`src/rtl/pixel_write_buffer.sv`:
```
// Ping-pong pixel buffer that drains two DEPTH-entry banks to an Avalon-MM write master.
// Latency: a full or last-partial bank starts draining the cycle after it closes; done follows the last accepted write by one cycle.
// Backpressure: pixel_ready drops while the fill bank is full; master_waitrequest freezes address/data until accepted.
module pixel_write_buffer #(
  parameter int PIXEL_W   = 24,
  parameter int DEPTH     = 6,
  parameter int ADDR_W    = 32,
  parameter int ADDR_STEP = 4
) (
  input  logic               clk,
  input  logic               n_rst,
  input  logic               start,
  input  logic [ADDR_W-1:0]  base_addr,
  input  logic [19:0]        total_pixels,
  input  logic               pixel_valid,
  input  logic [PIXEL_W-1:0] pixel_data,
  output logic               pixel_ready,
  output logic               master_write,
  output logic [ADDR_W-1:0]  master_address,
  output logic [PIXEL_W-1:0] master_writedata,
  input  logic               master_waitrequest,
  output logic               busy,
  output logic               done
);

  localparam int IDX_W = (DEPTH > 1) ? $clog2(DEPTH) : 1;
  localparam int CNT_W = $clog2(DEPTH + 1);
  localparam logic [CNT_W-1:0]  DEPTH_C = CNT_W'(DEPTH);
  localparam logic [CNT_W-1:0]  ONE_C   = CNT_W'(1);
  localparam logic [ADDR_W-1:0] STEP_C  = ADDR_W'(ADDR_STEP);

  typedef enum logic [1:0] {IDLE, RUN, DONE} state_t;

  // Per-bank bookkeeping: a bank is either filling (full=0) or draining (full=1).
  typedef struct packed {
    logic             full;
    logic [CNT_W-1:0] cnt;
  } bank_t;

  state_t             state;
  logic [ADDR_W-1:0]  addr_q;
  logic [19:0]        total_q;
  logic [19:0]        acc_cnt;
  logic [19:0]        wr_cnt;
  bank_t              bank [2];
  logic               fill_ptr;
  logic               drain_ptr;
  logic [CNT_W-1:0]   drain_idx;
  logic [PIXEL_W-1:0] mem [2][DEPTH];

  bank_t              fill_bank;
  bank_t              drain_bank;
  logic [CNT_W-1:0]   fill_cnt_inc;
  logic [CNT_W-1:0]   drain_idx_inc;
  logic               start_acc;
  logic               pix_acc;
  logic               wr_acc;
  logic               fill_close;
  logic               drain_close;
  logic               last_write;

  // Decode handshakes and bank-boundary events from the current register state.
  always_comb begin
    fill_bank     = bank[fill_ptr];
    drain_bank    = bank[drain_ptr];
    fill_cnt_inc  = fill_bank.cnt + ONE_C;
    drain_idx_inc = drain_idx + ONE_C;
    start_acc     = start && (state == IDLE);
    pix_acc       = pixel_valid && pixel_ready;
    wr_acc        = master_write && !master_waitrequest;
    // A bank closes when it fills up or when it holds the final pixel of the transfer.
    fill_close    = pix_acc && ((fill_cnt_inc == DEPTH_C) || ((acc_cnt + 20'd1) == total_q));
    drain_close   = wr_acc && (drain_idx_inc == drain_bank.cnt);
    last_write    = wr_acc && ((wr_cnt + 20'd1) == total_q);
  end

  // Output decode: all terms come straight from registers, so they hold steady under waitrequest.
  always_comb begin
    pixel_ready      = (state == RUN) && !fill_bank.full && (acc_cnt < total_q);
    master_write     = (state == RUN) && drain_bank.full;
    master_address   = addr_q;
    master_writedata = master_write ? mem[drain_ptr][drain_idx[IDX_W-1:0]] : '0;
  end

  // Top-level control FSM with registered busy/done and the running write address.
  always_ff @(posedge clk or negedge n_rst) begin
    if (!n_rst) begin
      state   <= IDLE;
      busy    <= 1'b0;
      done    <= 1'b0;
      addr_q  <= '0;
      total_q <= '0;
    end else begin
      case (state)
        IDLE: begin
          done <= 1'b0;
          if (start) begin
            addr_q  <= base_addr;
            total_q <= total_pixels;
            if (total_pixels == 20'd0) begin
              // Nothing to move: report completion without entering RUN.
              state <= DONE;
              done  <= 1'b1;
            end else begin
              state <= RUN;
              busy  <= 1'b1;
            end
          end
        end
        RUN: begin
          if (wr_acc) begin
            addr_q <= addr_q + STEP_C;
          end
          if (last_write) begin
            state <= DONE;
            busy  <= 1'b0;
            done  <= 1'b1;
          end
        end
        DONE: begin
          state <= IDLE;
          done  <= 1'b0;
        end
        default: begin
          state <= IDLE;
          busy  <= 1'b0;
          done  <= 1'b0;
        end
      endcase
    end
  end

  // Bank fill/drain bookkeeping; the fill and drain banks always differ, so both updates can land together.
  always_ff @(posedge clk or negedge n_rst) begin
    if (!n_rst) begin
      acc_cnt   <= '0;
      wr_cnt    <= '0;
      bank[0]   <= '0;
      bank[1]   <= '0;
      fill_ptr  <= 1'b0;
      drain_ptr <= 1'b0;
      drain_idx <= '0;
    end else begin
      if (start_acc) begin
        acc_cnt <= '0;
        wr_cnt  <= '0;
      end
      if (pix_acc) begin
        acc_cnt <= acc_cnt + 20'd1;
        bank[fill_ptr].cnt <= fill_cnt_inc;
        if (fill_close) begin
          bank[fill_ptr].full <= 1'b1;
          fill_ptr            <= ~fill_ptr;
        end
      end
      if (wr_acc) begin
        wr_cnt <= wr_cnt + 20'd1;
        if (drain_close) begin
          bank[drain_ptr] <= '0;
          drain_idx       <= '0;
          drain_ptr       <= ~drain_ptr;
        end else begin
          drain_idx <= drain_idx_inc;
        end
      end
    end
  end

  // Pixel storage: each accepted pixel lands at the fill bank's current count.
  always_ff @(posedge clk) begin
    if (pix_acc) begin
      mem[fill_ptr][fill_bank.cnt[IDX_W-1:0]] <= pixel_data;
    end
  end

endmodule

```
`config.mk`:
```
export PLATFORM = sky130hd
export DESIGN_NAME = pixel_write_buffer
export DESIGN_NICKNAME = d
export VERILOG_FILES = /design/src/rtl/pixel_write_buffer.sv
export SDC_FILE = /design/constraint.sdc
export NUM_CORES = 1
export LEC_CHECK = 0
export ABC_CLOCK_PERIOD_IN_PS = 6390
export CAP_MARGIN = 0
export CORE_AREA = 2 2 195 197
export CTS_BUF_LIST = sky130_fd_sc_hd__clkbuf_16
export CTS_CLUSTER_DIAMETER = 60
export DETAILED_ROUTE_END_ITERATION = 12
export DIE_AREA = 0 0 197 199
export PLACE_DENSITY = 0.73
export SLEW_MARGIN = 20
export SYNTH_ARGS = -nofsm -noshare
export SYNTH_HDL_FRONTEND = slang
export SYNTH_SLANG_ARGS = --single-unit
```
`constraint.sdc`:
```
create_clock -name clk -period 6.39 [get_ports clk]
set_clock_uncertainty 0.2 [all_clocks]
set_input_delay 0.639 -clock clk [delete_from_list [all_inputs] [get_ports clk]]
set_output_delay 0.639 -clock clk [all_outputs]
set_load 0.005 [all_outputs]
```
== Word level (Yosys, flattened, before mapping) ==
Memories as Yosys holds them, arrays and structs flattened.
Index checks and enable logic that the tools add are counted.

* Bits in registers: 109
* Memory bits (writable): 288
* Bits of input ports: 81
* Output and inout port bits: 60
* Word-level logic and storage cells: 118
* Memories kept: 1

* Add/subtract/negate cells: 5
* $lt $le $gt $ge: 8
* Eq/ne operators: 10
* Mux-type cells: 45
* Bitwise operators: 9
* Reduce and logical (&&, ||, !) cells: 26

{| class="wikitable"
|+ Memories
! memory !! depth !! bits a word !! read ports !! clocked after memory_dff !! wr ports !! RTL line !! RTL
|-
| mem || 2 || 144 || 1 || 0 || 1 || 49 || <nowiki>logic [PIXEL_W-1:0] mem [2][DEPTH];</nowiki>
|}

{| class="wikitable"
|+ Operators by type and width
! cell !! number
|-
| $mux 144 || 1
|-
| $mux 24 || 4
|-
| $bmux 24 s3 || 1
|-
| $demux 24 s3 || 1
|-
| $mux 32 || 2
|-
| $pmux 32 s2 || 1
|-
| $mux 20 || 3
|-
| $add 20x1->20 const B || 2
|-
| $eq 20x20->1 || 2
|-
| $add 32x3->32 const B || 1
|-
| $mux 4 || 8
|-
| $mux 8 || 4
|-
| $logic_not 20->1 || 1
|-
| $lt 20x20->1 || 1
|-
| $bwmux 8 || 2
|-
| $demux 4 s1 || 3
|-
| $logic_and 1x1->1 || 12
|-
| $and 8x8->8 || 1
|-
| $ge 4x4->1 const B || 2
|-
| $ne 2x2->1 const B || 4
|-
| $not 3->4 || 2
|-
| $not 8->8 || 1
|-
| $reduce_and 2->1 || 4
|-
| $mux 1 || 7
|-
| other kinds (21) || 33
|}

== Depth between registers and ports, before layout ==
Gate-level depths: netlist of the first run.

* Depth in word-level cells: 14
* Gate-level depth with buffers: 11
* Depth with buffers taken out: 9

== Least setup slack after synthesis of the first run ==
No wires, ideal clock.

* Path kind: register to register
* Start: reg total_q[13]
* End: mem mem[1][0] (netlist name) (enable)
* Library setup time: 0.475 ns
* Data arrival time: 4.684 ns
* Setup slack: 1.031 ns
* Cell stages (with the launch flop): 10
* Path buffers: 0
* Path through: dfrtp_1 > inv_1 > ha_1 > a21oi_1 > o21ai_0 > a2111oi_2 > a31oi_1 > nor2_2 > nand2_1 > nor4b_1

* Word-level cells in the longest chain between the ends: 5

{| class="wikitable"
|+ RTL lines
! element !! RTL line !! RTL
|-
| from (decl) || 42 || <nowiki>logic [19:0] total_q;</nowiki>
|-
| from (signal assigned) || 99 || <nowiki>total_q <= total_pixels;</nowiki>
|-
| $lt 20x20->1 || 79 || <nowiki>pixel_ready = (state == RUN) && !fill_bank.full && (acc_cnt < total_q);</nowiki>
|-
| $logic_and 1x1->1 || 79 ||
|-
| $logic_and 1x1->1 || 69 || <nowiki>pix_acc = pixel_valid && pixel_ready;</nowiki>
|-
| $mux 1 || 171 || <nowiki>if (pix_acc) begin</nowiki>
|-
| $mux 144 (implied by the code) || 172 || <nowiki>mem[fill_ptr][fill_bank.cnt[IDX_W-1:0]] <= pixel_data;</nowiki>
|-
| to (decl) || 49 ||
|}

Every way passes these cells.

== Final worst setup path of the first run ==
* Start: reg state[1]
* End: mem mem[1][120] (netlist name) (enable)

* Word-level cells in the longest chain between the ends: 6

{| class="wikitable"
|+ RTL lines
! element !! RTL line !! RTL
|-
| from (decl) || 40 || <nowiki>state_t state;</nowiki>
|-
| from (signal assigned) || 88 || <nowiki>state <= IDLE;</nowiki>
|-
| from (signal assigned) || 102 || <nowiki>state <= DONE;</nowiki>
|-
| from (signal assigned) || 105 || <nowiki>state <= RUN;</nowiki>
|-
| $eq 2x1->1 || 79 ||
|-
| $logic_and 1x1->1 (2 in a row) || 79 ||
|-
| $logic_and 1x1->1 || 69 ||
|-
| $mux 1 || 171 ||
|-
| $mux 144 (implied by the code) || 172 ||
|}

Every way passes these cells.

==> qor.csv, run 1 <==
stage,metric,value,unit
cells_and_area,antenna cell count,0,
synth,#FFs+latches synth,397,
pwr,Pwr Total,7.19,mW
setup_path,CP startpoint kind,flop,
cts,CTS Buffer Depth,3,
drt,WL/cell,22.1,µm
synth,Netlist cell types,73,
floorplanning,io pins,141,
pwr,Peak supply drop,361,µV
drt,DR pass1 iterations,5,
cells_and_area,final net count,1617,
run_status,status,"finished, final reports clean",
sta,setup_tns,0,ns
synth,post-synth top area share,47.0,%
cts,setup bufs post-CTS,0,
synth,sequential area share after synthesis,61.8,%
synth,Synth area leaders,"edfxtp_1 47%, dfrtp_1 15%, mux4_2 8.8%",
placement,gpl congestion,0.882,
setup_path,critical path arrival,4.54,ns
placement,Port Buffers,140,
cells_and_area,"commonest cells after routing, fill and taps aside","288 x edfxtp_1, 139 x clkdlybuf4s50_1, 107 x nand2_1, 107 x dfrtp_1, 99 x a21oi_1",
floorplanning,Chip Height,199,µm
run,max-cap violations,0,
cts,clk slew on worst S/H paths,0.06,ns
pwr,power per cell area,328,nW/µm²
global_route,initial antenna violation count,0,
cells_and_area,P&R area growth vs syn,18.9,%
setup_path,critical path type,flop to flop,
setup_path,CP required,6.46,ns
cts,"Clk Latency, worst-skew pair",0.59,ns
floorplanning,Die Area,39200,µm²
synth,Synth Warn #,0,
cts,H-tree Lvls,2,
cells_and_area,share of cells above drive strength 1,14.2,%
global_route,largest net degree at the start of global routing,76,
setup_path,Worst setup EP type,flop,
cells_and_area,fillers,2870,
drt,post-route ant nets,0,
synth,"EDFF count, synth",288,
sta,Max Clk Rate,224,MHz
setup_path,R2R depth,7,
min_path,Hold Crit Class,flop to flop,
sta,Least-Margin Pin Slew,1.12,ns
pwr,LEAKAGE,7.63,nW
drt,DR DRC count,0,
sta,slew margin rel.,25.6,%
global_route,total global routing overflow,0,
drt,DR iter-0 viols,831,
synth,Async SR Flop Fraction,27.5,%
drt,Via density,5.99,
synth,Syn Nets,1482,
synth,Syn Area/Cell,13.4,µm²
sta,count of final setup violators,0,
synth,post-synthesis cell area,18400,µm²
floorplanning,Chip Width,197,µm
global_route,vias in the first global route,11915,
global_route,GRT Total Usage,23.2,%
floorplanning,initial core utilization,49.6,%
global_route,first-pass GRT wire length,69100,µm
floorplanning,Core Area,37100,µm²
cts,CTS tree,done,
sta,fin crit share,69.9,%
cts,CTS Sinks,397,
placement,hpwl dp,29300,µm
synth,Main synth FF type,edfxtp_1,
cts,CTS buffer count,43,
synth,Synth area leader,edfxtp_1,
drt,Routed WL,44500,µm
sta,Tmin final,4.47,ns
floorplanning,num rows,71,
setup_path,CP Max Fanout,26,
sta,"Slew Viols, Final",0,
sta,Hold Fails Final Rpt,0,
sta,RSZ-0062 raised after global routing,no,
synth,Mapped Cells,1375,
drt,Vias,12084,
min_path,hold path cells,2,
cells_and_area,"commonest non-fill, non-tap cell in the layout",edfxtp_1,
cts,CTS Root Cell,clkbuf_16,
==> state kept, by name (all words and copies together), names as in the netlist <==
| signal | flops |
|---|---|
| busy | 1 |
| drain_ptr | 1 |
| total_q | 20 |
| done | 1 |
| wr_cnt | 20 |
| mem | 288 |
| fill_ptr | 1 |
| bank | 8 |
| master_address | 32 |
| acc_cnt | 20 |
| state | 2 |
| drain_idx | 3 |
==> layout make-up <==
| type | count | area, µm² | area share, % |
|---|---|---|---|
| clock buffers | 43 | 1080 | 4.91 |
| clock inverters | 36 | 399 | 1.82 |
| inverters | 35 | 131 | 0.600 |
| multi-input cells | 862 | 6660 | 30.4 |
| flip-flops and latches | 397 | 11400 | 52.0 |
| well taps | 474 | 593 | 2.71 |
| repair buffers | 171 | 1660 | 7.57 |
==> worst max-delay path: stages, from the launching register on <==
cell      delay, ns
dfrtp_1        0.48
nand2b_1       0.67
nor4_2         0.51
nand2_1        0.29
nor2_2         0.68
nand2_1        0.41
nor4_4         0.64
buf_12         0.27
==> cell usage after synthesis, types with 6 or more instances <==
library cell and number:
edfxtp_1 288, dfrtp_1 109, nand2_1 107, a21oi_1 99, nor2_1 99, o21ai_0 96
mux4_2 72, clkbuf_1 48, xnor2_1 42, inv_1 35, mux2i_1 33, nand3_1 31
ha_1 26, nand4_1 21, nor3_1 21, xor2_1 21, nor4_1 15, o22ai_1 15
buf_1 13, and2_1 12, buf_2 11, and3_1 10, o31ai_1 10, a31oi_1 8
and4_1 8, nor4b_1 8, or3_1 8, nand2b_1 6
==> through the flow <==
step / hold WS (ns) / instance area [µm²] / std cells / util, % / worst slack [ns]
global route: 0.320 / 21900 / 2018 / 59.0 / 1.59
CTS: 0.279 / 21900 / 2018 / 58.9 / 1.61
floorplan: 0.143 / 18400 / 1375 / - / 1.03
detailed placement: 0.266 / 20400 / 1938 / 54.9 / 1.64
finish: 0.277 / 21900 / 2018 / 59.0 / 1.92
global placement: 0.258 / 20400 / 1938 / 54.9 / 1.76
==> power breakdown <==
| part | total [mW] | internal (mW) | switching (mW) |
|---|---|---|---|
| registers | 3.36 | 3.07 | 0.287 |
| clock network | 2.57 | 1.53 | 1.04 |
| logic | 1.27 | 0.599 | 0.669 |
| total | 7.19 | 5.20 | 2.00 |
==> metal layers <==
layer | part of all wire, % | track usage [%] | vias to the layer above
met5 | 0 | 0 | -
met4 | 2.6 | 7.88 | 0
met3 | 6.4 | 4.02 | 76
met2 | 48 | 38.6 | 409
met1 | 42 | 31.2 | 6068
li1 | - | - | 5531
==> kinds of logic after synthesis <==
family	Yosys count	share of synthesized area (%)
buffers and inverters	116	2.66
AND/OR/NAND/NOR	385	11.0
multiplexers	108	10.8
flip-flops	397	61.8
adder cells (fa/ha/maj)	26	1.77
AO/OA/AOI/OAI	280	9.00
XOR/XNOR	63	3.00
==> final timing paths <==
check | to | slack (ns) | start
setup / recovery | mem[1][120] | 1.92 | state[1]
setup reg to reg | mem[1][120] | 1.92 | state[1]
hold / removal | master_address[1] | 0.28 | master_address[1]
min in group asynchronous | total_q[4] | 0.38 | n_rst
max in group asynchronous | drain_idx[0] | 4.18 | n_rst
hold reg to reg | master_address[1] | 0.28 | master_address[1]
==> repair_timing <==
action / in CTS / in global routing
hold buffers: 1 / 0
gates resized for setup: 0 / 0
endpoints found under the hold margin: 39 / 0
Note: power is estimated with default switching activity, not from simulation.
==> inputs of run 2 (changes only) <==
Settings changed: ABC_CLOCK_PERIOD_IN_PS 6390 to 4000, PLACE_DENSITY 0.73 to 0.75.
Clock period 6.39 ns to 4 ns, I/O delays scaled along.
==> run 2 against run 1 <==
Clock power increased by 44%. Global-route usage grew 0.47 points. Highest routed layer unchanged. Critical path type is now flop to output port. Critical path depth is the same. Cell count grew 0.79%. Largest cell class unchanged.
==> qor.csv, run 2 (synthesis results as in run 1) <==
stage,metric,value,unit,change
cells_and_area,max reg flops,288,,unchanged
global_route,GRT Total Usage,23.7,%,+0.47 points
placement,hpwl dp,29000,µm,-1.3%
min_path,Hold Crit Class,input port to asynchronous set/reset pin,,
global_route,first-pass GRT wire length,71200,µm,+3.0%
setup_path,CP Max Fanout,20,,-23%
placement,gpl congestion,0.904,,+2.5%
sta,fin crit share,94.8,%,
drt,DR DRC count,0,,unchanged
sta,Least-Margin Pin Slew,0.865,ns,-0.250 ns
pwr,Peak supply drop,395,µV,+9.4%
drt,Routed WL,45500,µm,+2.3%
cells_and_area,fin area,22000,µm²,+0.30%
floorplanning,num rows,71,,unchanged
pwr,LEAKAGE,7.68,nW,+0.67%
placement,Port Buffers,140,,unchanged
run_status,status,"finished, final reports clean",,
cells_and_area,share of cells above drive strength 1,15.0,%,+0.75 points
cts,CTS Buffer Depth,3,,unchanged
setup_path,reg2reg setup slack,0.42,ns,-1.50 ns
cells_and_area,"commonest non-fill, non-tap cell in the layout",edfxtp_1,,
cts,CTS buffer count,43,,unchanged
setup_path,Setup crit start,drain_ptr,,
setup_path,critical path arrival,3.19,ns,-1.35 ns
setup_path,reg2reg start,acc_cnt[13],,
cts,CTS tree,done,,
global_route,largest net degree at the start of global routing,56,,-26%
cells_and_area,Multi-input gate area,6750,µm²,+1.3%
cells_and_area,"commonest cells after routing, fill and taps aside","288 x edfxtp_1, 139 x clkdlybuf4s50_1, 107 x nand2_1, 107 x dfrtp_1, 99 x a21oi_1",,
floorplanning,Core Area,37100,µm²,unchanged
cells_and_area,Non-Filler Instances,2034,,+0.79%
floorplanning,Chip Width,197,µm,unchanged
cts,H-tree Lvls,2,,unchanged
sta,Hold Fails Final Rpt,0,,unchanged
cells_and_area,final net count,1635,,+1.1%
setup_path,critical path type,flop to output port,,
cells_and_area,antenna cell count,0,,unchanged
drt,post-route ant nets,0,,unchanged
drt,DR pass1 iterations,5,,unchanged
setup_path,Worst setup EP type,output port,,
cts,CTS Sinks,397,,unchanged
sta,slew margin rel.,41.8,%,+16 points
cts,cts repair resizes,0,,unchanged
drt,Via density,6.09,,+1.7%
cells_and_area,fillers,2849,,-0.73%
global_route,total global routing overflow,0,,unchanged
sta,Tmin final,3.79,ns,
global_route,initial antenna violation count,0,,unchanged
cells_and_area,Reg area,11400,µm²,unchanged
floorplanning,Die Area,39200,µm²,unchanged
cells_and_area,P&R area growth vs syn,19.3,%,
drt,Vias,12392,,+2.5%
cts,"Clk Latency, worst-skew pair",0.56,ns,-0.03 ns
setup_path,R2R depth,9,,+2
floorplanning,initial core utilization,49.6,%,unchanged
drt,WL/cell,22.4,µm,+1.5%
global_route,vias in the first global route,12129,,+1.8%
cts,clk slew on worst S/H paths,0.05,ns,about the same
floorplanning,io pins,141,,unchanged
placement,Placed Cells,1955,,+0.88%
drt,DR iter-0 viols,1015,,+22%
placement,placed cell areas,20600,µm²,+1.1%
pwr,power per cell area,511,nW/µm²,+56%
floorplanning,Chip Height,199,µm,unchanged
setup_path,CP required,3.40,ns,-3.06 ns
cts,CTS Root Cell,clkbuf_16,,
sta,"Slew Viols, Final",0,,unchanged
sta,RSZ-0062 raised after global routing,no,,
setup_path,CP startpoint kind,flop,,
run,max-cap violations,0,,unchanged
sta,count of final setup violators,0,,unchanged
sta,setup_tns,0,ns,unchanged
sta,Max Clk Rate,264,MHz,
## run 2: changes by cell type in the layout (fill, tap and decap cells not counted), sizes merged
cell      change
buf          +18
clkinv        +2
clkinvlp      +1
bufinv        -5
## run 2: final timing paths
| kind | to |
|---|---|
| max in group asynchronous | acc_cnt[2] |
| worst min-delay path | total_q[0] |
| min in group clk | master_address[0] |
| worst min register to register | master_address[0] |
| worst max register to register | mem[0][2] |
| worst max-delay path | master_writedata[12] |
## run 2: worst max-delay path, stage by stage (launching register included)
cell and delay (ns):
dfrtp_4 0.71, buf_4 0.33, mux4_2 0.57, mux2i_1 0.17, nor2_1 0.08, a21oi_1 0.19
nor2_1 0.09, clkdlybuf4s50_1 0.47
## run 2: metrics by stage
step	power, mW	setup WS (ns)	util (%)	hold slack, ns
after CTS	11.3	0.133	59.2	0.156
after floorplan	6.54	-0.228	-	-0.0956
after global placement	7.47	0.493	55.5	0.202
after detailed placement	7.56	0.466	55.5	0.206
final	11.2	0.209	59.2	0.161
after global routing	11.7	0.0362	59.2	0.194
## run 2: timing repair
action | 4_1_cts | 5_1_grt
hold endpoints to repair | 37 | 0
hold buffers | 1 | 0
setup endpoints to repair | 3 | 0
buffers inserted | 1 | 0
## run 2: routing by layer
metal  vias to the layer above  track usage [%]  part of all wire (%)
met3                        54             3.95                   8.0
met4                         0             6.35                   1.8
met5                         -                0                     0
met2                       534             38.5                    47
li1                       5562                -                     -
met1                      6242             33.4                    43
## run 2: cell type report
cell class / instances / area share [%]
Multi-Input combinational cell: 862 / 30.7
Timing Repair Buffer: 189 / 8.17
Sequential cell: 397 / 51.8
Clock inverter: 34 / 1.10
Clock buffer: 43 / 4.90
Inverter: 35 / 0.598
Tap cell: 474 / 2.70
## run 2: power by group
part	total [mW]	leakage, nW	internal [mW]	switching (mW)
logic	2.12	3.02	0.998	1.12
clock network	3.71	0.672	2.10	1.61
registers	5.38	3.99	4.90	0.482
==> inputs of run 3 (changes only) <==
Settings changed: CORE_AREA 2 2 195 197 to 4 4 197 199, DIE_AREA 0 0 197 199 to 0 0 201 203.
==> run 3 against run 2 <==
Global-route usage shrank 1.5 points. Setup slack gained 0.0021 ns. Critical endpoint is now master_writedata[15]. Sequential power is essentially flat. Final area grew 0.26%. Combinational power is essentially flat. Critical path type unchanged. Clock power grew 5%. Total power grew 1.8%.
==> qor.csv, run 3 (synthesis results as in run 1) <==
stage,metric,value,unit,change
run,max-cap violations,0,,unchanged
min_path,hold path endpoint,master_address[0],,
global_route,GRT Total Usage,22.2,%,-1.5 points
setup_path,Worst path slowest cell,dfrtp_4,,
cts,"Clk Latency, worst-skew pair",0.57,ns,about the same
placement,Port Buffers,140,,unchanged
sta,RSZ-0062 raised after global routing,no,,
min_path,Hold Crit Class,input port to flop,,
placement,Placed Cells,1952,,-0.15%
floorplanning,io pins,141,,unchanged
setup_path,crit path cell chain,"buf_4, mux4_2, mux2i_1, nor2_1, a21oi_1, nor2_1, clkdlybuf4s50_1",,
pwr,power per cell area,519,nW/µm²,+1.6%
sta,hold slack final,0.183,ns,+0.0219 ns
drt,Via density,6.10,,+0.17%
drt,DR pass1 iterations,5,,unchanged
floorplanning,num rows,71,,unchanged
drt,DR iter-0 viols,1197,,+18%
drt,Routed WL,45400,µm,-0.29%
global_route,vias in the first global route,12197,,+0.56%
cells_and_area,"commonest cells after routing, fill and taps aside","288 x edfxtp_1, 139 x clkdlybuf4s50_1, 107 x nand2_1, 107 x dfrtp_1, 99 x a21oi_1",,
setup_path,CP required,3.40,ns,about the same
floorplanning,Core Area,37200,µm²,+0.24%
setup_path,Top delay family on crit path,multiplexers,,
setup_path,reg2reg setup slack,0.27,ns,-0.15 ns
setup_path,critical path type,flop to output port,,
setup_path,Worst setup EP type,output port,,
sta,Max Clk Rate,264,MHz,about the same
sta,setup slack after layout,0.211,ns,+0.00214 ns
pwr,LEAKAGE,7.71,nW,+0.43%
setup_path,reg2reg start,total_q[15],,
setup_path,critical path arrival,3.19,ns,about the same
run_status,status,"finished, final reports clean",,
floorplanning,Chip Width,201,µm,+2.0%
drt,Vias,12401,,+0.073%
cts,H-tree Lvls,2,,unchanged
pwr,Peak supply drop,400,µV,+1.2%
cts,CTS Buffer Depth,3,,unchanged
cells_and_area,final net count,1633,,-0.12%
global_route,initial antenna violation count,0,,unchanged
sta,count of final setup violators,0,,unchanged
cells_and_area,"commonest non-fill, non-tap cell in the layout",edfxtp_1,,
setup_path,Max stage delay on crit path,0.62,ns,-0.09 ns
min_path,hold path cells,3,,
placement,hpwl dp,29900,µm,+3.1%
placement,Post-Place Setup Slack,0.305,ns,-0.161 ns
sta,"Slew Viols, Final",0,,unchanged
drt,DR DRC count,0,,unchanged
sta,Hold Fails Final Rpt,0,,unchanged
global_route,largest net degree at the start of global routing,56,,unchanged
cts,clk slew on worst S/H paths,0.06,ns,about the same
cells_and_area,Non-Filler Instances,2032,,-0.098%
min_path,HP Start,base_addr[0],,
pwr,Pwr Total,11.4,mW,+1.8%
floorplanning,Die Area,40800,µm²,+4.1%
cts,CTS Root Cell,clkbuf_16,,
cells_and_area,max reg flops,288,,unchanged
floorplanning,initial core utilization,49.5,%,-0.12 points
sta,Least-Margin Pin Slew,0.795,ns,-0.0703 ns
floorplanning,Chip Height,203,µm,+2.0%
placement,gpl congestion,0.902,,-0.21%
cells_and_area,antenna cell count,0,,unchanged
sta,slew margin rel.,46.5,%,+4.7 points
setup_path,CP startpoint kind,flop,,
sta,Tmin final,3.79,ns,-0.00214 ns
setup_path,CP dominant cell by count,nor2_1,,
cts,CTS tree,done,,
cts,CTS buffer count,45,,+4.7%
cts,cts repair resizes,0,,unchanged
setup_path,R2R depth,10,,+1
drt,WL/cell,22.3,µm,-0.19%
global_route,first-pass GRT wire length,71700,µm,+0.70%
cells_and_area,share of cells above drive strength 1,14.8,%,-0.24 points
setup_path,CP Max Fanout,18,,-10%
setup_path,reg2reg end,mem[1][64],,
sta,fin crit share,94.7,%,about the same
global_route,total global routing overflow,0,,unchanged
cts,CTS Sinks,397,,unchanged
drt,post-route ant nets,0,,unchanged
setup_path,buffers and inverters on the worst path,2,,unchanged
cells_and_area,P&R area growth vs syn,19.6,%,
-- run 3: worst max-delay path by stage --
stage / from / end / slack (ns) / cells after the start
5_1_grt: drain_ptr / master_writedata[15] / 0.06 / 7
3_5_place_dp: acc_cnt[15] / mem[1][58] / 0.31 / 9
6_report: drain_ptr / master_writedata[15] / 0.21 / 7
4_1_cts: drain_ptr / master_writedata[15] / 0.19 / 7
3_3_place_gp: acc_cnt[13] / mem[1][82] / 0.45 / 9
2_1_floorplan: total_q[13] / mem[0][48] / -0.23 / 9
-- run 3: through the flow --
| step | area, µm² | util (%) | TNS, ns |
|---|---|---|---|
| after CTS | 22000 | 59.2 | 0 |
| after floorplan | 18500 | - | -59.68 |
| after global routing | 22000 | 59.2 | 0 |
| after detailed placement | 20600 | 55.4 | 0 |
| after global placement | 20600 | 55.4 | 0 |
| final | 22000 | 59.2 | 0 |
-- run 3: worst register-to-register path, cell delays in order (launching register included) --
cell and delay (ns):
dfrtp_1 0.41, inv_1 0.08, ha_1 0.31, a21oi_1 0.14, o21ai_0 0.15, a2111oi_2 0.41
a31oi_1 0.23, nor2_2 0.25, nand2_1 0.41, nor4b_4 0.38, buf_4 0.41
-- run 3: metal layers --
layer	global-route usage (%)	up-vias	part of all wire (%)
met3	4.36	81	8.0
met5	0	-	0
met2	35.1	559	47
li1	-	5571	-
met4	7.01	0	2.7
met1	31.6	6190	42
-- run 3: power breakdown --
| part | total (mW) | switching [mW] | internal, mW |
|---|---|---|---|
| Combinational | 2.12 | 1.13 | 0.993 |
| Sequential | 5.40 | 0.501 | 4.90 |
| Clock | 3.90 | 1.64 | 2.26 |
| Total | 11.4 | 3.27 | 8.16 |
-- run 3: cell type report --
class / instances / area, µm²
flip-flops and latches: 397 / 11400
repair buffers: 185 / 1760
inverters: 35 / 131
well taps: 474 / 593
clock inverters: 34 / 278
clock buffers: 45 / 1130
multi-input cells: 862 / 6750
fillers: 2809 / 15200
-- run 3: what timing repair did --
item,in CTS,in global routing
buffers inserted,0,0
hold buffers,1,0
hold endpoints to repair,54,0
